$ cat src/rtl/pipe_ctrl_pkg.sv
// Shared types for the pipeline stall/flush sequencer: FSM states, control-word
// layout and the priority encoding that picks which control word drives the pipe.
package pipe_ctrl_pkg;

  typedef enum logic [1:0] {
    RUN      = 2'd0,
    MEM_WAIT = 2'd1,
    HALT     = 2'd2
  } ctrl_state_t;

  localparam logic [4:0] REG_ZERO = 5'd0;

  // Highest value wins.
  typedef enum logic [2:0] {
    PRIO_NONE   = 3'd0,
    PRIO_BRANCH = 3'd1,
    PRIO_STALL  = 3'd2,
    PRIO_FREEZE = 3'd3,
    PRIO_HALT   = 3'd4,
    PRIO_RESET  = 3'd5
  } ctrl_prio_t;

  typedef struct packed {
    logic pc_en;
    logic ifid_en;
    logic idex_en;
    logic exmem_en;
    logic ifid_flush;
    logic idex_flush;
    logic memwb_flush;
  } ctrl_t;

  function automatic ctrl_prio_t ctrl_prio(input logic rst, input logic halt,
                                           input logic freeze, input logic stall,
                                           input logic branch);
    if (rst)         return PRIO_RESET;
    else if (halt)   return PRIO_HALT;
    else if (freeze) return PRIO_FREEZE;
    else if (stall)  return PRIO_STALL;
    else if (branch) return PRIO_BRANCH;
    else             return PRIO_NONE;
  endfunction

  function automatic ctrl_t ctrl_decode(input ctrl_prio_t p);
    case (p)
      PRIO_RESET:  return 7'b0000_111;
      PRIO_HALT:   return 7'b0000_001;
      PRIO_FREEZE: return 7'b0000_001;
      // Bubble into ID/EX while PC and IF/ID hold; older instructions keep moving.
      PRIO_STALL:  return 7'b0011_010;
      PRIO_BRANCH: return 7'b1111_100;
      default:     return 7'b1111_000;
    endcase
  endfunction

endpackage

$ cat src/rtl/hazard_detect.sv
// Combinational RAW-hazard check of the ID instruction against EX and MEM producers.
// PIPE_FORWARDING_EN defined: only load-use stalls; undefined: every EX/MEM match stalls.
module hazard_detect
  import pipe_ctrl_pkg::*;
(
  input  logic [4:0] i_id_rs,
  input  logic [4:0] i_id_rt,
  input  logic       i_id_uses_rt,
  input  logic       i_ex_reg_write,
  input  logic       i_ex_mem_read,
  input  logic [4:0] i_ex_rd,
  input  logic       i_mem_reg_write,
  input  logic [4:0] i_mem_rd,
  output logic       o_raw_stall
);

  logic w_ex_match;
  logic w_mem_match;
  logic w_load_use;

  assign w_ex_match  = (i_ex_rd != REG_ZERO) &&
                       ((i_ex_rd == i_id_rs) || (i_id_uses_rt && (i_ex_rd == i_id_rt)));
  assign w_mem_match = (i_mem_rd != REG_ZERO) &&
                       ((i_mem_rd == i_id_rs) || (i_id_uses_rt && (i_mem_rd == i_id_rt)));
  assign w_load_use  = i_ex_mem_read && w_ex_match;

`ifdef PIPE_FORWARDING_EN
  logic w_unused_nofwd;
  assign w_unused_nofwd = ^{i_ex_reg_write, i_mem_reg_write, w_mem_match};
  assign o_raw_stall    = w_load_use;
`else
  // WB producers are safe: the register file writes in the first half-cycle.
  assign o_raw_stall = w_load_use ||
                       (i_ex_reg_write && w_ex_match) ||
                       (i_mem_reg_write && w_mem_match);
`endif

endmodule

$ cat src/rtl/pipeline_hazard_ctrl.sv
// Stall/flush sequencer for the 5-stage pipe: memory freeze, load-use/RAW stall, branch flush.
// Optional forwarding-aware hazard rule selected by macro PIPE_FORWARDING_EN.
module pipeline_hazard_ctrl
  import pipe_ctrl_pkg::*;
#(
  parameter int MEM_TIMEOUT = 16,
  parameter int CNT_W       = 16
) (
  input  logic             clk,
  input  logic             reset,
  input  logic [4:0]       id_rs,
  input  logic [4:0]       id_rt,
  input  logic             id_uses_rt,
  input  logic             ex_reg_write,
  input  logic             ex_mem_read,
  input  logic [4:0]       ex_rd,
  input  logic             mem_reg_write,
  input  logic [4:0]       mem_rd,
  input  logic             mem_access,
  input  logic             dmem_ready,
  input  logic             branch_taken,
  output logic             pc_en,
  output logic             ifid_en,
  output logic             idex_en,
  output logic             exmem_en,
  output logic             ifid_flush,
  output logic             idex_flush,
  output logic             memwb_flush,
  output logic             halted,
  output logic [CNT_W-1:0] stall_count
);

  localparam int WAIT_W = (MEM_TIMEOUT > 2) ? $clog2(MEM_TIMEOUT) : 1;
  localparam logic [WAIT_W-1:0] WAIT_LAST = WAIT_W'(MEM_TIMEOUT - 1);

  ctrl_state_t       r_state;
  ctrl_state_t       w_state_nxt;
  logic [WAIT_W-1:0] r_wait_cnt;
  logic [WAIT_W-1:0] w_wait_cnt_nxt;
  logic              r_halted;
  logic [CNT_W-1:0]  r_stall_count;
  logic              w_freeze;
  logic              w_raw_stall;
  ctrl_t             w_ctrl;

  hazard_detect u_hazard_detect (
    .i_id_rs         (id_rs),
    .i_id_rt         (id_rt),
    .i_id_uses_rt    (id_uses_rt),
    .i_ex_reg_write  (ex_reg_write),
    .i_ex_mem_read   (ex_mem_read),
    .i_ex_rd         (ex_rd),
    .i_mem_reg_write (mem_reg_write),
    .i_mem_rd        (mem_rd),
    .o_raw_stall     (w_raw_stall)
  );

  assign w_freeze = mem_access && !dmem_ready;

  always_ff @(posedge clk) begin
    if (reset) begin
      r_state       <= RUN;
      r_wait_cnt    <= '0;
      r_halted      <= 1'b0;
      r_stall_count <= '0;
    end else begin
      r_state    <= w_state_nxt;
      r_wait_cnt <= w_wait_cnt_nxt;
      r_halted   <= r_halted || (w_state_nxt == HALT);
      if ((r_state != HALT) && !w_ctrl.pc_en && (r_stall_count != {CNT_W{1'b1}}))
        r_stall_count <= r_stall_count + 1'b1;
    end
  end

  always_comb begin
    w_state_nxt    = r_state;
    w_wait_cnt_nxt = r_wait_cnt;
    case (r_state)
      RUN: begin
        if (w_freeze) w_state_nxt = MEM_WAIT;
      end
      MEM_WAIT: begin
        if (dmem_ready)                    w_state_nxt = RUN;
        else if (r_wait_cnt == WAIT_LAST)  w_state_nxt = HALT;
        else                               w_wait_cnt_nxt = r_wait_cnt + 1'b1;
      end
      HALT:    w_state_nxt = HALT;
      default: w_state_nxt = RUN;
    endcase
    if (w_state_nxt == RUN) w_wait_cnt_nxt = '0;

    w_ctrl = ctrl_decode(ctrl_prio(reset, r_state == HALT, w_freeze,
                                   w_raw_stall, branch_taken));
  end

  assign pc_en       = w_ctrl.pc_en;
  assign ifid_en     = w_ctrl.ifid_en;
  assign idex_en     = w_ctrl.idex_en;
  assign exmem_en    = w_ctrl.exmem_en;
  assign ifid_flush  = w_ctrl.ifid_flush;
  assign idex_flush  = w_ctrl.idex_flush;
  assign memwb_flush = w_ctrl.memwb_flush;
  assign halted      = r_halted;
  assign stall_count = r_stall_count;

endmodule

$ cat config.mk
export PLATFORM = sky130hd
export DESIGN_NAME = pipeline_hazard_ctrl
export DESIGN_NICKNAME = d
export VERILOG_FILES = /design/src/rtl/pipe_ctrl_pkg.sv /design/src/rtl/hazard_detect.sv /design/src/rtl/pipeline_hazard_ctrl.sv
export SDC_FILE = /design/constraint.sdc
export NUM_CORES = 1
export LEC_CHECK = 0
export BUFFER_PORTS_ARGS = -buffer_cell sky130_fd_sc_hd__clkbuf_2
export CORE_ASPECT_RATIO = 0.8
export CORE_MARGIN = 5
export CORE_UTILIZATION = 30
export CTS_CLUSTER_DIAMETER = 200
export DETAILED_ROUTE_END_ITERATION = 8
export GPL_TIMING_DRIVEN = 0
export PLACE_DENSITY = 0.51
export SYNTH_ARGS = -nofsm -noshare
export SYNTH_HDL_FRONTEND = slang
export SYNTH_SLANG_ARGS = --single-unit
$ cat constraint.sdc
create_clock -name clk -period 2.65 [get_ports clk]
set_input_delay 0.1325 -clock clk [delete_from_list [all_inputs] [get_ports clk]]
set_output_delay 0.1325 -clock clk [all_outputs]
set_load 0.01 [all_outputs]
Word level (Yosys, flattened, before mapping):

Index checks and enable logic that the tools add are counted.

* add/subtract/negate cells: 2
* eq/ne operators: 15
* bitwise gates (word level): 2
* multipliers: 0
* $lt $le $gt $ge: 0
* muxes and demuxes: 10
* reduce and logical (&&, ||, !) cells: 24
* divide/modulo/power cells: 0
* shifts and indexed selects: 0

Operators by type and width (number)
* $pmux W7 S4: 1
* $eq A5 B5 Y1: 4
* $add A16 B1 Y16 const B: 1
* $ne A16 B16 Y1 const B: 1
* $logic_and A1 B1 Y1: 10
* $mux W2: 5
* $reduce_bool A5 Y1: 2
* $eq A3 B2 Y1 const B: 2
* $eq A3 B3 Y1 const B: 2
* $mux W3: 2
* $pmux W2 S3: 1
* $logic_or A1 B1 Y1: 5
* $add A4 B1 Y4 const B: 1
* $eq A2 B2 Y1 const B: 2
* $eq A4 B4 Y1 const B: 1
* $logic_not A2 Y1: 2
* $reduce_or A2 Y1: 2
* $eq A3 B1 Y1 const B: 1
* $reduce_and A3 Y1: 1
* $eq A2 B1 Y1 const B: 1
* $logic_not A1 Y1: 2
* $ne A2 B2 Y1 const B: 1
* $not A1 Y1: 2
* $mux W1: 1

* memories kept: 0
* output and inout port bits: 24
* input port bits: 29
* logic and storage cells: 57
* register bits after elaboration: 23
* latch bits: 0
* memory bits (writable): 0
* bits in read-only memories: 0

Logic depth before layout (Yosys ltp):

Gate-level depths: netlist of run 1.

* depth in word-level cells: 17
* depth in mapped cells: 9
* gate-level depth less buffers: 7

Hierarchy:

A second synthesis of run 1 with hierarchy kept.

* cells, all modules: 176
* area, all modules: 1460.2 µm²

Modules (own cells, without submodules)
* pipeline_hazard_ctrl: cells an instance 142, instances 1, area an instance 1201.2 µm², seq. area each 460.4 µm²
* hazard_detect: cells an instance 34, instances 1, area an instance 259.0 µm², seq. area each 0.0 µm²

Least setup slack after synthesis of run 1:

OpenSTA, ideal clock, no wires.

* path type: register to output
* start point: reg r_state[0]
* end point: out pc_en
* slack: 0.758 ns
* cell stages (with the launch flop): 9
* arrival: 1.759 ns
* path buffers: 3
* required time: 2.518 ns
* cells stage by stage: dfxtp_1 > nand2b_1 > o21ai_0 > nor2_1 > inv_1 > a221oi_4 > buf_6 > buf_12 > buf_4

* word-level cells in the longest chain between the ends: 6
* elaborated cells between the ends (all ways): 10
* classes of those cells: 6 x eq/ne; 3 x mux; 1 x reduce/logical

RTL lines
* from (decl): line pipeline_hazard_ctrl.sv:36 `ctrl_state_t r_state;`
* from (signal assigned): line pipeline_hazard_ctrl.sv:67 `r_state <= w_state_nxt;`
* $eq A2 B2 Y1 *: line pipeline_hazard_ctrl.sv:92 `w_ctrl = ctrl_decode(ctrl_prio(reset, r_state == HALT, w_freeze,`
* $mux W3 *: line pipe_ctrl_pkg.sv:37 `else if (halt) return PRIO_HALT;`
* $mux W3 *: line pipe_ctrl_pkg.sv:36 `if (rst) return PRIO_RESET;`
* $eq A3 B2 Y1 / $eq A3 B3 Y1 (equally long branches): line pipe_ctrl_pkg.sv:45 `case (p)`
* $reduce_or A2 Y1 (no source line)
* $pmux W7 S4 *: line pipe_ctrl_pkg.sv:45
* to (decl): line pipeline_hazard_ctrl.sv:22 `output logic pc_en,`

Every way passes the cells marked *; elsewhere a longest branch is shown, timed or not.

Worst setup path in the final report of run 1:

Ends and elaborated chain as after synthesis.

==> impl_metrics.tcl, run 1 <==
set metrics [dict create \
    placed_cells 298 \
    post_cts_resized 0 \
    slew_violations 0 \
    gp_congestion 0.805 \
    crit_arrival_ns 2.25 \
    finalHoldViolCount 0 \
    dieHeight_um 74.7 \
    coreArea_um2 5040 \
    slowest_delay_ns 0.44 \
    clockBufferDepth 2 \
    netlist.area_leader.share 0.294 \
    cp_slowest_cell "a221oi_4" \
    clock_skew_ns 0.00307 \
    crit_chain "nand2b_1 -> o21ai_0 -> nor2_1 -> inv_1 -> a221oi_4 -> buf_6 -> buf_12 -> buf_4 -> clkbuf_2" \
    diodes 0 \
    whs_ns 0.0640 \
    synth-seq-cells 23 \
    power_density_nw_per_um2 378 \
    netlist_top_cells_area "dfxtp_1, xnor2_1, a21oi_2" \
    firstDrtPassIters 4 \
    area_delta_synth_final_pct 24.3 \
    cp_max_fo 11 \
    via_count 1478 \
    yosysSeqAreaShare 0.294 \
    overflow 0 \
    wirelength_mm 4.10 \
    fp.dieArea_um2 6780 \
    setup_violations 0 \
    outcome "finished clean" \
    cp-start-kind "register" \
    synth_nets 216 \
    synthFlopType "dfxtp_1" \
    crit_family "buffers and inverters" \
    timing.final.crit_share 0.900 \
    drive_above_1_share 0.346 \
    portBuffers 51 \
    start_util 0.311 \
    grt_max_degree 15 \
    max_freq_mhz 419 \
    drtIter0Drc 43 \
    avgRoutedWirePerCell_um 13.6 \
    dp_hpwl_mm 3.24 \
    clkTransAtPathRegs_ns 0.09 \
    drc 0 \
    finish.instance_area_um2 1950 \
    die_x_um 90.8 \
    synth_cells 185 \
    fin_tns_setup_ns 0 \
    antenna_found_initial 0 \
    clk_latency_ns 0.27 \
    viasPerCell 4.89 \
    cts_buffers 3 \
    power_leakage_nw 0.737 \
    ir_drop_mv 0.174 \
    cts-htree-levels 1 \
    ant_nets 0 \
    finalCriticalPeriod_ns 2.38 \
    cts_root_buf "clkbuf_8" \
    grt_pass1_wl_mm 6.87 \
    synth_edf_count 0 \
    worst-path-buf-inv 5 \
    cts_tree "yes" \
    synth_area_um2 1570 \
    final_cells 302 \
    place_area_um2 1900 \
    path_class "register to output port" \
    ys_warn_count 0 \
    rsz0062_at_grt "no" \
    synth_top_area_cell "dfxtp_1" \
    io_pins 53 \
    avgSynthCellArea_um2 8.47 \
    fin_ws_ns 0.266 \
    grt_pass1_vias 1461 \
    pre_cts_ws_ns 0.373 \
    cts_hold_buf 0 \
    critical_path_required_ns 2.52 \
    synthArstFlopShare 0 \
    hp-class "input pin to register" \
    post_cts_buffers 0 \
    worst_slew_pin_slew_ns 0.672 \
    synth_cell_type_count 43 \
    grtUsageTotal 0.123 \
    end_kind "output port" \
    relSlewSlack 0.552 \
    layout.nets 272 \
    max_cap_violations 0 \
    rows 23 \
    clock-sinks 23 \
]
-- layer usage --
layer  wire length (um)  part of all wire  GRT usage  vias up
met5                  0                 0          0        -
met4                 27            0.0066     0.0358        0
met3                251             0.061     0.0370        4
met2               1820              0.44      0.199       27
met1               2000              0.49      0.163      672
li1                   -                 -          -      775
-- cell type report --
cell class                      instances  area [um2]
Clock inverter                          1        7.51
Clock buffer                            3        41.3
Timing Repair Buffer                   51         255
Fill cell                             539        3090
Tap cell                               62        77.6
Sequential cell                        23         460
Buffer                                  9        65.1
Multi-Input combinational cell        146        1020
Inverter                                7        26.3
-- state kept, by name, summed over array words and instances (netlist names) --
name / flops
stall_count: 16
r_wait_cnt: 4
r_state: 2
halted: 1
-- where the power goes --
| group | switching [mW] | internal (mW) | total (mW) |
|---|---|---|---|
| combinational | 0.0788 | 0.0731 | 0.152 |
| clock | 0.120 | 0.107 | 0.227 |
| sequential | 0.00728 | 0.351 | 0.358 |
-- cell usage in the layout (no fill, tap or decap), types with 5 or more instances in the layout --
cell      synthesis  routed
nand4_1           8       8
xnor2_1          21      21
a21oi_2           8       8
o21ai_2           8       8
nand2_1           8       8
clkbuf_2          0      51
clkbuf_1          5       5
nor2_1           16      16
nand3_1          11      11
a21oi_1           6       6
inv_1             7       7
or3_1            11      11
dfxtp_1          23      23
-- synth_stat cells, drive strengths merged, types with 2 or more instances --
master,count
a21oi,14
and2,2
nor2,16
ha,2
dfxtp,23
nor2b,3
clkbuf,5
inv,7
mux2,3
o22ai,2
or4,4
nor4,3
nand2,8
nand3,11
o31a,2
nand4,8
o21ai,10
or3,11
nand2b,4
and3,2
buf,4
nor3,3
xnor2,21
mux2i,2
o31ai,2
-- kinds of logic (layout without fill, tap and decap cells) --
family                   after synthesis  in the layout  synth area share
AO/OA/AOI/OAI                         37             37             0.192
multiplexers                           5              5            0.0343
XOR/XNOR                              22             22             0.123
AND/OR/NAND/NOR                       80             80             0.283
flip-flops                            23             23             0.294
buffers and inverters                 16             71            0.0583
adder cells (fa/ha/maj)                2              2            0.0160
-- final timing paths --
path,startpoint,endpoint,slack (ns),cells past startpoint
max,r_state[0]$_SDFF_PP0_,pc_en,0.27,9
min,dmem_ready,r_state[0]$_SDFF_PP0_,0.06,2
max reg2reg,stall_count[4]$_SDFFE_PP0P_,stall_count[0]$_SDFFE_PP0P_,0.53,7
min reg2reg,halted$_SDFF_PP0_,halted$_SDFF_PP0_,0.46,2
-- through the flow --
stage                      util  power, mW
final                     0.387      0.737
after global routing      0.387      0.773
after CTS                 0.387      0.752
after detailed placement  0.377      0.521
after global placement    0.377      0.521
after floorplan               -      0.460
No activity file was read; power rests on OpenSTA's default activity.
==> inputs of run 2 (changes only) <==
--- a/config.mk
+++ b/config.mk
@@ -5,6 +5,7 @@
 export SDC_FILE = /design/constraint.sdc
 export NUM_CORES = 1
 export LEC_CHECK = 0
+export ABC_AREA = 1
 export BUFFER_PORTS_ARGS = -buffer_cell sky130_fd_sc_hd__clkbuf_2
 export CORE_ASPECT_RATIO = 0.8
 export CORE_MARGIN = 5
@@ -12,7 +13,7 @@
 export CTS_CLUSTER_DIAMETER = 200
 export DETAILED_ROUTE_END_ITERATION = 8
 export GPL_TIMING_DRIVEN = 0
-export PLACE_DENSITY = 0.51
+export PLACE_DENSITY = 0.5
 export SYNTH_ARGS = -nofsm -noshare
 export SYNTH_HDL_FRONTEND = slang
 export SYNTH_SLANG_ARGS = --single-unit
==> run 2 against run 1 <==
Effect of this change:
- routed wire length increased by 17%
- register-to-register slack improved by 0.14 ns
- highest routed layer unchanged
- combinational power up 3%
- design area increased by 11%
- clock-buffer cell count is the same
- largest power group unchanged
- area after synthesis is 12% higher
==> impl_metrics.tcl, run 2 <==
set metrics [dict create \
    overflow 0 \
    crit_arrival_ns 2.12 \
    ant_nets 0 \
    yosysSeqAreaShare 0.262 \
    drive_above_1_share 0.232 \
    cts_buffers 3 \
    seq_area_um2 460 \
    synthFlopType "dfxtp_1" \
    place_area_um2 2120 \
    grt_pass1_vias 1793 \
    clock_skew_ns 0.0113 \
    post_cts_buffers 0 \
    avgSynthCellArea_um2 6.07 \
    synth_area_um2 1760 \
    power_density_nw_per_um2 346 \
    timing.final.crit_share 0.746 \
    p_sw_frac 0.305 \
    netSwitchingPower_mw 0.229 \
    dieHeight_um 78.5 \
    grt_pass1_wl_mm 8.16 \
    netlist_top_cells_area "dfxtp_1, nand2_1, inv_1" \
    worst_slew_pin_slew_ns 0.465 \
    layout.nets 377 \
    portBuffers 51 \
    power_frac_seq 0.479 \
    cts_hold_buf 0 \
    synth_edf_count 0 \
    via_count 1893 \
    power_leakage_nw 1.10 \
    start_util 0.303 \
    synth_top_area_cell "dfxtp_1" \
    synth_most_common_cell "nand2_1" \
    coreArea_um2 5820 \
    cp_max_fo 10 \
    synth-seq-cells 23 \
    combPwrFrac 0.210 \
    clock_power_share 0.311 \
    clkTransAtPathRegs_ns 0.09 \
    viasPerCell 4.44 \
    finalHoldViolCount 0 \
    clock-sinks 23 \
    cp_slowest_cell "dfxtp_1" \
    finish.instance_area_um2 2170 \
    max_cap_violations 0 \
    synth_cell_type_count 28 \
    post_cts_resized 0 \
    drtIter0Drc 67 \
    firstDrtPassIters 4 \
    netlist.area_leader.share 0.262 \
    clockBufferDepth 2 \
    relSlewSlack 0.690 \
    crit_family "simple AND/OR/NAND/NOR gates" \
    path_class "register to register" \
    setup_violations 0 \
    worst-path-buf-inv 1 \
    io_pins 53 \
    cts-htree-levels 1 \
    multi_input_area_um2 1090 \
    area_delta_synth_final_pct 23.0 \
    crit_chain "ha_1 -> nand3_2 -> nor2_2 -> nand4_4 -> clkbuf_1 -> nand4_1 -> a21oi_1" \
    ys_top_cells_by_count "nand2_1, inv_1, nor2_1" \
    antenna_found_initial 0 \
    wirelength_mm 4.80 \
    outcome "finished clean" \
    slowest_delay_ns 0.45 \
    fp.dieArea_um2 7510 \
    drc 0 \
    final_common_cell "nand2_1" \
    final_cell_mix "nand2_1, clkbuf_2, inv_1" \
    grt_max_degree 15 \
    rows 25 \
    power.internal_mw 0.520 \
    rsz0062_at_grt "no" \
    hp-class "input pin to register" \
    gp_congestion 0.844 \
    ys_warn_count 0 \
    fillers 692 \
    max_freq_mhz 506 \
    synth_nets 321 \
    synthArstFlopShare 0 \
    power_mw 0.748 \
    critical_path_required_ns 2.79 \
    cts_tree "yes" \
    dp_hpwl_mm 3.95 \
    clk_latency_ns 0.28 \
    cp-start-kind "register" \
    grtUsageTotal 0.134 \
    ir_drop_mv 0.286 \
    largest_reg_flops 16 \
    diodes 0 \
    slew_violations 0 \
    end_kind "register" \
    finalCriticalPeriod_ns 1.98 \
    die_x_um 95.6 \
    avgRoutedWirePerCell_um 11.3 \
    cts_root_buf "clkbuf_8" \
    synth_cells 290 \
    fin_tns_setup_ns 0 \
]
## run 2: final cells by class
class,instances,share of cell area
clock inverter,1,0.00347
clock buffer,3,0.0191
multi-input combinational,215,0.502
inverter,44,0.0763
buffer,8,0.0220
timing repair buffer,51,0.118
sequential,23,0.213
tap,81,0.0468
## run 2: layer usage
metal | wire length (um) | global-route usage
met5 | 0 | 0
met4 | 18 | 0.0298
met3 | 218 | 0.0287
met2 | 2120 | 0.215
met1 | 2440 | 0.183
## run 2: path summary, 6_finish.rpt
| check | startpoint | end | slack [ns] | depth (start not counted) |
|---|---|---|---|---|
| hold / removal | reset | stall_count[0]$_SDFFE_PP0P_ | 0.15 | 2 |
| setup / recovery | stall_count[0]$_SDFFE_PP0P_ | stall_count[5]$_SDFFE_PP0P_ | 0.67 | 7 |
| hold reg to reg | halted$_SDFF_PP0_ | halted$_SDFF_PP0_ | 0.49 | 2 |
| setup reg to reg | stall_count[0]$_SDFFE_PP0P_ | stall_count[5]$_SDFFE_PP0P_ | 0.67 | 7 |
## run 2: worst register-to-register path, delay by kind of cell, from the launching register on
family	cells	cell delay, ns
AO/OA/AOI/OAI	1	0.08
flip-flops	1	0.45
adder cells (fa/ha/maj)	1	0.29
buffers and inverters	1	0.29
AND/OR/NAND/NOR	4	0.74
## run 2: logic make-up (layout without fill, tap and decap cells)
kind of cell / Yosys count / after routing / share of synthesized area
adder cells (fa/ha/maj): 2 / 2 / 0.0142
AO/OA/AOI/OAI: 24 / 24 / 0.0689
flip-flops: 23 / 23 / 0.262
buffers and inverters: 52 / 107 / 0.121
XOR/XNOR: 15 / 15 / 0.0746
AND/OR/NAND/NOR: 174 / 174 / 0.460
## run 2: through the flow
| step | setup slack, ns | std cells | hold WS (ns) | utilization |
|---|---|---|---|---|
| finish | 0.672 | 426 | 0.154 | 0.372 |
| global route | 0.518 | 426 | 0.152 | 0.372 |
| CTS | 0.677 | 426 | 0.145 | 0.372 |
| detailed placement | 0.706 | 422 | 0.451 | 0.364 |
| global placement | 0.705 | 422 | 0.448 | 0.364 |
| floorplan | 0.997 | 290 | 0.385 | - |
## run 2: power groups by stage
stage	combinational (mW)	sequential [mW]	clock, mW
after global placement	0.158	0.367	0
final	0.157	0.359	0.233
after floorplan	0.0947	0.367	0
after detailed placement	0.159	0.367	0
after CTS	0.160	0.359	0.247
after global routing	0.180	0.360	0.260
